$ cat src/rtl/pipe_phy_responder.sv
// PHY-side PIPE command responder: one shared command FSM answers rate, power-down
// and receiver-detect requests with PhyStatus/RxStatus completions after fixed latencies.

module pipe_phy_lane (
  input  logic [3:0] pd,
  input  logic [3:0] pdQ,
  input  logic       detKind,
  input  logic       maskBit,
  input  logic       presBit,
  output logic       pdDiff,
  output logic       inP1,
  output logic [2:0] rxDone
);
  assign pdDiff = (pd != pdQ);
  assign inP1   = (pdQ == 4'd2);
  assign rxDone = (detKind && maskBit && presBit) ? 3'b011 : 3'b000;
endmodule

module pipe_phy_responder #(
  parameter int LANESNUMBER    = 16,
  parameter int RESET_LATENCY  = 4,
  parameter int DETECT_LATENCY = 8,
  parameter int PD_LATENCY     = 3,
  parameter int RATE_LATENCY   = 6
) (
  input  logic                     clk,
  input  logic                     reset,
  input  logic [LANESNUMBER-1:0]   TxDetectRx_Loopback,
  input  logic [LANESNUMBER-1:0]   TxElecIdle,
  input  logic [4*LANESNUMBER-1:0] PowerDown,
  input  logic [3:0]               Rate,
  input  logic [LANESNUMBER-1:0]   RxPresent,
  output logic [LANESNUMBER-1:0]   PhyStatus,
  output logic [3*LANESNUMBER-1:0] RxStatus,
  output logic                     busy
);
  localparam int M0 = (RESET_LATENCY > DETECT_LATENCY) ? RESET_LATENCY : DETECT_LATENCY;
  localparam int M1 = (PD_LATENCY > RATE_LATENCY) ? PD_LATENCY : RATE_LATENCY;
  localparam int MAXLAT = (M0 > M1) ? M0 : M1;
  localparam int CW = (MAXLAT > 1) ? $clog2(MAXLAT) : 1;

  typedef enum logic [2:0] {RST_HOLD, IDLE, WAIT, DONE, DET_REL} state_t;
  typedef enum logic [1:0] {K_RATE, K_PD, K_DET} kind_t;

  state_t state, nextState;
  kind_t  kind;
  logic [CW-1:0] cnt, cntNext;
  logic [4*LANESNUMBER-1:0] pdQ;
  logic [3:0] rateQ;
  logic [LANESNUMBER-1:0] mask, pres, det, pdDiff, inP1;
  logic [3*LANESNUMBER-1:0] rxDone;
  logic loadRate, loadPd, loadDet;

  assign det = TxDetectRx_Loopback & TxElecIdle;

  for (genvar i = 0; i < LANESNUMBER; i++) begin : gLane
    pipe_phy_lane uLane (
      .pd      (PowerDown[4*i +: 4]),
      .pdQ     (pdQ[4*i +: 4]),
      .detKind (kind == K_DET),
      .maskBit (mask[i]),
      .presBit (pres[i]),
      .pdDiff  (pdDiff[i]),
      .inP1    (inP1[i]),
      .rxDone  (rxDone[3*i +: 3])
    );
  end

  always_comb begin
    nextState = state;
    cntNext   = cnt;
    loadRate  = 1'b0;
    loadPd    = 1'b0;
    loadDet   = 1'b0;
    case (state)
      RST_HOLD: if (cnt == '0) nextState = IDLE; else cntNext = cnt - CW'(1);
      IDLE: begin
        // Fixed priority keeps simultaneous requests serialised: rate, then PD, then detect.
        if (Rate != rateQ) begin
          loadRate = 1'b1; cntNext = CW'(RATE_LATENCY - 2); nextState = WAIT;
        end else if (|pdDiff) begin
          loadPd = 1'b1; cntNext = CW'(PD_LATENCY - 2); nextState = WAIT;
        end else if ((|det) && (&inP1)) begin
          loadDet = 1'b1; cntNext = CW'(DETECT_LATENCY - 2); nextState = WAIT;
        end
      end
      WAIT: if (cnt == '0) nextState = DONE; else cntNext = cnt - CW'(1);
      DONE: nextState = (kind == K_DET) ? DET_REL : IDLE;
      // Hold until the detect request drops so a held request cannot retrigger.
      DET_REL: if ((TxDetectRx_Loopback & mask) == '0) nextState = IDLE;
      default: nextState = RST_HOLD;
    endcase
  end

  always_ff @(posedge clk) begin
    if (reset) begin
      state     <= RST_HOLD;
      cnt       <= CW'(RESET_LATENCY - 1);
      pdQ       <= PowerDown;
      rateQ     <= Rate;
      mask      <= '0;
      pres      <= '0;
      kind      <= K_RATE;
      PhyStatus <= '1;
      RxStatus  <= '0;
      busy      <= 1'b1;
    end else begin
      state <= nextState;
      cnt   <= cntNext;
      if (loadRate) begin
        rateQ <= Rate; mask <= '1; kind <= K_RATE;
      end
      if (loadPd) begin
        pdQ <= PowerDown; mask <= pdDiff; kind <= K_PD;
      end
      if (loadDet) begin
        mask <= det; pres <= RxPresent; kind <= K_DET;
      end
      PhyStatus <= (nextState == RST_HOLD) ? '1 : (nextState == DONE) ? mask : '0;
      RxStatus  <= (nextState == DONE) ? rxDone : '0;
      busy      <= (nextState != IDLE);
    end
  end
endmodule
$ cat config.mk
export PLATFORM = sky130hd
export DESIGN_NAME = pipe_phy_responder
export DESIGN_NICKNAME = d
export VERILOG_FILES = /design/src/rtl/pipe_phy_responder.sv
export SDC_FILE = /design/constraint.sdc
export NUM_CORES = 1
export LEC_CHECK = 0
export CORE_MARGIN = 10
export CORE_UTILIZATION = 47
export CTS_CLUSTER_DIAMETER = 50
export DETAILED_ROUTE_END_ITERATION = 7
export PLACE_DENSITY = 0.77
export SLEW_MARGIN = 10
export SYNTH_ARGS = -nofsm -noshare
export SYNTH_HDL_FRONTEND = slang
export SYNTH_SLANG_ARGS = --single-unit
$ cat constraint.sdc
create_clock -name clk -period 5.9 [get_ports clk]
set_input_delay 1.475 -clock clk [delete_from_list [all_inputs] [get_ports clk]]
set_output_delay 1.475 -clock clk [all_outputs]
set_load 0.02 [all_outputs]
After elaboration in Yosys (flattened, before gate mapping)
Index checks and enable logic that the tools add are counted.
Widths: inputs -> output; s select.
- word-level logic and storage cells: 156
- output and inout port bits: 65
- register bits: 173
- input port bits: 118
- multiplexer cells: 49
- bitwise operators: 3
- reduce and logical (&&, ||, !) cells: 50
- equal/unequal tests: 42
- add/sub/neg operators: 1
- operators with widths (operator ; count):
    $mux 64 ; 2
    $ne 4x4->1 ; 17
    $eq 4x2->1 const B ; 16
    $mux 16 ; 4
    $mux 2 ; 19
    $logic_and 1x1->1 ; 33
    $mux 3 ; 11
    $and 16x16->16 ; 2
    $reduce_or 16->1 ; 2
    $logic_not 16->1 ; 1
    $reduce_and 16->1 ; 1
    $pmux 3 s5 ; 1
    $eq 3x2->1 const B ; 3
    $logic_not 3->1 ; 3
    $mux 1 ; 9
    $mux 4 ; 2
    $reduce_bool 2->1 ; 4
    $reduce_or 2->1 ; 4
    $pmux 3 s2 ; 1
    $ne 4x4->1 const B ; 1
    $eq 3x1->1 const B ; 1
    $eq 3x3->1 const B ; 1
    $ne 3x1->1 const B ; 1
    $reduce_and 3->1 ; 1
    other kinds (5) ; 5

Logic depth before layout (Yosys ltp)
Gate-level depths: netlist of the first run.
- depth after elaboration: 10
- gate-level depth with buffers: 10
- mapped depth without buffers: 7

Hierarchy
From an unflattened synthesis of the first run, not the netlist that was laid out.
- cells, all modules: 631
- area, all modules: 7314.5 um2
- modules (own cells, without submodules) (module ; area each (um2) ; times used ; seq. area each (um2) ; cells an instance):
    pipe_phy_responder ; 6013.3 ; 1 ; 4144.0 ; 471
    pipe_phy_lane ; 81.3 ; 16 ; 0.0 ; 10

Least setup slack after synthesis of the first run
OpenSTA, ideal clock, no wires.
- path type: input-to-reg
- from: in PowerDown[33]
- to: reg pdQ[0] (enable)
- data arrival time: 4.286 ns
- slack: 0.919 ns
- cell stages on the path: 8
- required time: 5.205 ns
- setup time: 0.695 ns
- buffers on the path: 2
- cells stage by stage: xor2_1 -> nor4_1 -> or4b_1 -> or4_1 -> buf_6 -> buf_2 -> nand2_1 -> nand2b_1
- longest elaborated chain between the ends: 6
- ends and longest elaborated chain (item ; RTL line ; text):
    start, declared ; 30 ; input logic [4*LANESNUMBER-1:0] PowerDown,
    $ne 4x4->1 ; 14 ; assign pdDiff = (pd != pdQ);
    $reduce_or 16->1 ; 81 ; end else if (|pdDiff) begin
    $mux 1 ; 81 ;
    $mux 1 ; 79 ; if (Rate != rateQ) begin
    $mux 1 ; 75 ; case (state)
    $reduce_bool 2->1 (no source line) ; - ;
    end signal, assigned ; 99 ; pdQ <= PowerDown;
    end, declared ; 48 ; logic [4*LANESNUMBER-1:0] pdQ;
No other way between the ends.
A chain may end at the register's enable or synchronous reset.

Worst setup path in the final report of the first run
- from: in PowerDown[33]
- to: reg pdQ[17] (enable)
Same word-level chain as after synthesis.

==> results.py, run 1 <==
metrics = {
    "synth": {
        "avgSynthCellArea_um2": 12.0,
        "postSynthCellCount": 514,
        "synthArstFlopShare_pct": 0,
        "ys_seq_elements": 141,
        "synth_cell_type_count": 58,
        "synth_edf_count": 68,
        "synthFlopType": "dfxtp_1",
        "ys_seq_area_share_pct": 56.9,
        "synth.yosys.warnings": 0,
        "synthesis.area_um2": 6160,
    },
    "route": {
        "drc": 0,
        "finalWirelength_um": 17700,
        "drtPass1Iterations": 5,
        "wl_per_cell_um": 20.7,
        "dr_total_vias": 4726,
        "via_per_inst": 5.52,
        "antenna_left": 0,
        "dr.first_iter.drc_count": 362,
    },
    "cells_and_area": {
        "final_core_util_pct": 66.3,
        "area_delta_synth_final_pct": 37.1,
        "diodes": 0,
        "final_cell_mix": "clkdlybuf4s50_1, dfxtp_1, edfxtp_1",
        "final_cells": 856,
        "fill_cells": 1007,
        "layout_commonest_cell": "clkdlybuf4s50_1",
        "drive_gt1_share_pct": 7.02,
        "nets": 791,
    },
    "placed_design": {
        "routabilityCongestion": 0.876,
        "place_inst": 824,
        "port_buffers": 166,
        "dp.final_hpwl_um": 14000,
    },
    "floorplanning": {
        "core-area_um2": 12700,
        "rows": 41,
        "die_y_um": 134,
        "die-area_um2": 18100,
        "start_util_pct": 48.4,
        "top_level_ports": 183,
        "die_w_um": 134,
    },
    "critical_path": {
        "critical_path_class": "in2reg",
        "timing.rr.start": "pdQ[11]",
        "cp-start-kind": "input pin",
        "crit_arrival_ns": 4.67,
        "reg2reg_slack_ns": 2.36,
        "path_max_fanout": 64,
        "worstSetupEndpointType": "register",
        "cp-startpoint": "PowerDown[33]",
        "required_ns": 5.97,
    },
    "clock_network": {
        "cts_tree": "yes",
        "numCtsBuffers": 17,
        "cts_setup_buffers": 0,
        "hold_buffers": 0,
        "cts_root_buf": "clkbuf_16",
        "cts_sinks": 141,
        "h-tree-depth": 4,
        "clockBufferDepth": 2,
        "clkTransAtPathRegs_ns": 0.06,
        "clock_latency_ns": 0.42,
        "cts_resized": 0,
    },
    "timing": {
        "setup_tns_ns": 0,
        "finalHoldViolations": 0,
        "finalSetupViolCount": 0,
        "max_freq_mhz": 218,
        "final_max_slew_viol_count": 0,
        "max-slew-margin-rel_pct": 22.9,
        "rsz0062_at_grt": "no",
        "worst_pin_slew_ns": 1.15,
        "skew_ns": 0.00820,
        "fin_crit_sh_pct": 77.9,
        "finalCriticalPeriod_ns": 4.60,
    },
    "pwr": {
        "leakagePower_uw": 0.00313,
        "pwr-share-clk_pct": 42.0,
        "power_density_nw_per_um2": 314,
        "seq_power_share_pct": 43.2,
        "p_sw_uw": 630,
        "vdd_drop_max_mv": 0.145,
        "p_comb_share_pct": 14.7,
        "swShare_pct": 23.8,
        "finalPower_uw": 2650,
        "intPower_uw": 2020,
    },
    "min_path": {
        "hold_class": "reg2reg",
        "hold_path_startpoint": "pres[2]",
    },
    "grt": {
        "grt_pass1_wl_um": 27200,
        "antenna_found_initial": 0,
        "grt_pass1_vias": 5066,
        "overflow": 0,
        "grt_max_degree": 65,
        "track_usage_pct": 19.3,
    },
    "run_status": {
        "status": "completed",
    },
    "flow_run": {
        "cap_violations": 0,
    },
}
## Yosys cell counts, types with 4 or more instances
| cell type | number | area [um^2] |
|---|---|---|
| nor4b_1 | 8 | 70.1 |
| mux2i_1 | 20 | 200 |
| nor3_1 | 4 | 20.0 |
| a221oi_1 | 4 | 35.0 |
| nand2_1 | 26 | 97.6 |
| a21o_1 | 17 | 128 |
| nand4_1 | 15 | 93.8 |
| a22oi_1 | 10 | 75.1 |
| xor2_1 | 48 | 420 |
| and3_1 | 19 | 119 |
| a21oi_1 | 12 | 60.1 |
| xnor2_1 | 20 | 175 |
| nand2b_1 | 5 | 31.3 |
| buf_4 | 32 | 240 |
| edfxtp_1 | 68 | 2040 |
| nor2_1 | 32 | 120 |
| o21ai_0 | 4 | 20.0 |
| dfxtp_1 | 73 | 1460 |
| a22o_1 | 14 | 123 |
| nor2b_1 | 5 | 31.3 |
| inv_1 | 5 | 18.8 |
| nor4_1 | 16 | 100 |
| clkbuf_1 | 10 | 37.5 |
## area by class of cell
type	instances	area, um^2	share of cell area, %
flip-flops and latches	141	3500	41.5
well taps	172	215	2.55
clock inverters	7	65.1	0.771
clock buffers	25	581	6.88
repair buffers	169	1680	20.0
inverters	5	18.8	0.222
multi-input cells	337	2370	28.1
## kinds of logic (layout without fill, tap and decap cells)
family          Yosys count  count (layout)  share of synthesized area (%)
simple gates            150             150                           13.9
flops                   141             141                           56.9
compound gates           80              80                           10.1
xor+xnor                 68              68                           9.67
buf+inv                  51             206                           5.59
mux                      21              21                           3.43
fa+ha+maj                 2               2                          0.406
other cells               1              16                         0.0609
## power groups by stage
| stage | sequential (uW) | clock [uW] | combinational [uW] |
|---|---|---|---|
| after CTS | 1150 | 1130 | 391 |
| final | 1150 | 1120 | 391 |
| after detailed placement | 1170 | 0 | 386 |
| after global routing | 1150 | 1180 | 422 |
| after floorplan | 1190 | 0 | 175 |
| after global placement | 1160 | 0 | 379 |
## final timing paths
kind,cells after the start,endpoint
min reg2reg,1,RxStatus[7]
max,8,pdQ[17]
max reg2reg,7,pdQ[17]
min,1,RxStatus[7]
## routing by layer
| layer | part of all wire, % | track usage, % |
|---|---|---|
| met5 | 0 | 0 |
| met4 | 1.9 | 7.44 |
| met3 | 9.8 | 6.83 |
| met2 | 47 | 31.2 |
| met1 | 41 | 23.1 |
## through the flow
stage	hold WS (ns)	worst slack (ns)	cell area (um^2)
2_1_floorplan	0.452	0.919	6210
6_report	0.480	1.30	8440
3_5_place_dp	0.461	0.882	7790
4_1_cts	0.478	1.32	8430
3_3_place_gp	0.463	1.01	7790
5_1_grt	0.490	1.12	8440
## flip-flops by register name, indices dropped and copies added (netlist names)
name	flops
PhyStatus	16
RxStatus	16
busy	1
cnt	3
kind	2
mask	16
pdQ	64
pres	16
rateQ	4
state	3
## critical path, stage by stage
cell,delay [ns]
clkdlybuf4s50_1,0.43
xor2_1,0.15
nor4_1,0.62
or4b_1,0.53
or4_1,0.74
nand2_1,0.24
nand2b_2,0.07
buf_4,0.37
No activity file was read; power rests on OpenSTA's default activity.
==> run 2, diff against run 1 <==
--- a/config.mk
+++ b/config.mk
@@ -6,10 +6,10 @@
 export NUM_CORES = 1
 export LEC_CHECK = 0
 export CORE_MARGIN = 10
-export CORE_UTILIZATION = 47
+export CORE_UTILIZATION = 43
 export CTS_CLUSTER_DIAMETER = 50
 export DETAILED_ROUTE_END_ITERATION = 7
-export PLACE_DENSITY = 0.77
+export PLACE_DENSITY = 0.74
 export SLEW_MARGIN = 10
 export SYNTH_ARGS = -nofsm -noshare
 export SYNTH_HDL_FRONTEND = slang
==> constraint.sdc (replaced) <==
create_clock -name clk -period 3.8 [get_ports clk]
set_input_delay 0.95 -clock clk [delete_from_list [all_inputs] [get_ports clk]]
set_output_delay 0.95 -clock clk [all_outputs]
set_load 0.02 [all_outputs]
==> run 2 against run 1 <==
Utilization decreased by 4.4 points. Non-clock buffer count increased by 32. Wire length increased by 1.7%. Sequential share of layout area decreased by 0.91 points. Sequential power increased by 55%. Flip-flop and latch count unchanged. Combinational power increased by 61%. Via count increased by 0.99%. Critical path depth increased by 2. Register-to-register slack got worse by 1.6 ns. Power increased by 48%. Largest power group unchanged. First-iteration DRC count decreased by 22%.
==> results.py, run 2 (synthesis results as in run 1) <==
metrics = {
    "run_status": {
        "status": "completed",
    },
    "cells_and_area": {
        "regMostFlops": "pdQ",
        "drive_gt1_share_pct": 10.8,
        "area_delta_synth_final_pct": 40.1,
        "layout_commonest_cell": "clkdlybuf4s50_1",
        "fill_cells": 1072,
        "largest_reg_flops": 64,
        "diodes": 0,
        "final_cell_mix": "clkdlybuf4s50_1, dfxtp_1, edfxtp_1",
        "register_area_um2": 3500,
        "final_core_util_pct": 61.9,
        "final_cells": 896,
        "multi_input_area_um2": 2370,
        "nets": 823,
    },
    "critical_path": {
        "cp-start-kind": "input pin",
        "crit_chain": "clkdlybuf4s50_1, xor2_1, nor4_1, buf_4, or4b_1, or4_1, buf_4, o21ai_2, a22oi_1, a22o_1",
        "cp_common_cell": "buf_4",
        "critical_path_class": "in2reg",
        "crit_buf_inv": 3,
        "path_max_fanout": 7,
        "cp_top_family": "simple AND/OR/NAND/NOR gates",
        "cpPeakStageDelay_ns": 0.52,
        "slowest_stage": "or4_1",
        "worstSetupEndpointType": "register",
        "required_ns": 4.11,
        "crit_arrival_ns": 3.91,
    },
    "route": {
        "antenna_left": 0,
        "dr_total_vias": 4773,
        "finalWirelength_um": 18000,
        "drtPass1Iterations": 5,
        "drc": 0,
        "dr.first_iter.drc_count": 283,
        "wl_per_cell_um": 20.1,
        "via_per_inst": 5.33,
    },
    "grt": {
        "antenna_found_initial": 0,
        "grt_max_degree": 39,
        "track_usage_pct": 18.0,
        "overflow": 0,
        "grt_pass1_vias": 5125,
        "grt_pass1_wl_um": 27800,
    },
    "clock_network": {
        "hold_buffers": 0,
        "cts_tree": "yes",
        "cts_resized": 0,
        "h-tree-depth": 4,
        "numCtsBuffers": 17,
        "clkTransAtPathRegs_ns": 0.06,
        "cts_setup_buffers": 0,
        "clock_latency_ns": 0.42,
        "cts_sinks": 141,
        "cts_root_buf": "clkbuf_16",
        "clockBufferDepth": 2,
    },
    "timing": {
        "finalHoldViolations": 0,
        "max_freq_mhz": 278,
        "finalSetupViolCount": 0,
        "setup_tns_ns": 0,
        "finalCriticalPeriod_ns": 3.60,
        "rsz0062_at_grt": "no",
        "final_max_slew_viol_count": 0,
        "worst_pin_slew_ns": 1.21,
        "max-slew-margin-rel_pct": 18.6,
        "skew_ns": 0.00772,
        "fin_crit_sh_pct": 94.8,
        "hold-worst-slack_ns": 0.480,
    },
    "pwr": {
        "leakagePower_uw": 0.00326,
        "vdd_drop_max_mv": 0.299,
        "finalPower_uw": 3920,
        "power_density_nw_per_um2": 455,
    },
    "floorplanning": {
        "die_y_um": 140,
        "die_w_um": 140,
        "top_level_ports": 183,
        "rows": 43,
        "die-area_um2": 19500,
        "core-area_um2": 13900,
        "start_util_pct": 44.2,
    },
    "placed_design": {
        "place_inst": 864,
        "routabilityCongestion": 0.914,
        "dp.final_hpwl_um": 14500,
        "port_buffers": 166,
    },
    "min_path": {
        "hold_class": "reg2reg",
    },
    "flow_run": {
        "cap_violations": 0,
    },
}
## run 2: changes by cell type in the layout (fill, tap and decap cells not counted), moves of 2 or more
cell,previous run,this run
buf_4,3,32
clkbuf_16,21,17
buf_12,0,3
clkbuf_1,0,2
clkinv_2,4,6
## run 2: final timing paths
kind | cells past startpoint | slack (ns) | from | to
max reg2reg | 9 | 0.74 | pdQ[33] | mask[8]
min reg2reg | 1 | 0.48 | pres[2] | RxStatus[7]
max | 10 | 0.20 | PowerDown[33] | mask[8]
min | 1 | 0.48 | pres[2] | RxStatus[7]
## run 2: layout make-up
class / instances / area share (%)
repair buffers: 201 / 22.7
clock inverters: 7 / 0.421
multi-input cells: 337 / 27.5
flip-flops and latches: 141 / 40.6
well taps: 180 / 2.61
inverters: 5 / 0.218
clock buffers: 25 / 5.90
## run 2: report_power, final
group          switching [uW]  total (uW)  internal (uW)
clock network             589        1510            920
registers                70.3        1780           1710
logic                     304         631            327
## run 2: metal layers
metal | vias up | GRT usage (%) | wire length (um)
met3 | 20 | 6.84 | 1760
li1 | 2229 | - | -
met1 | 2260 | 21.7 | 7660
met4 | 0 | 6.52 | 220
met5 | - | 0 | 0
met2 | 264 | 28.7 | 8350
## run 2: through the flow
| step | worst slack (ns) | cell area, um^2 |
|---|---|---|
| 6_report | 0.199 | 8630 |
| 5_1_grt | 0.0711 | 8630 |
| 4_1_cts | 0.202 | 8630 |
| 3_5_place_dp | -0.247 | 8080 |
| 3_3_place_gp | -0.164 | 8080 |
| 2_1_floorplan | 0.325 | 6220 |
## run 2: worst register-to-register path: cells and delay by family (launching register included)
kind	cells	cell delay (ns)
flops	1	0.40
compound gates	3	0.63
simple gates	3	1.38
xor+xnor	1	0.18
buf+inv	2	0.38
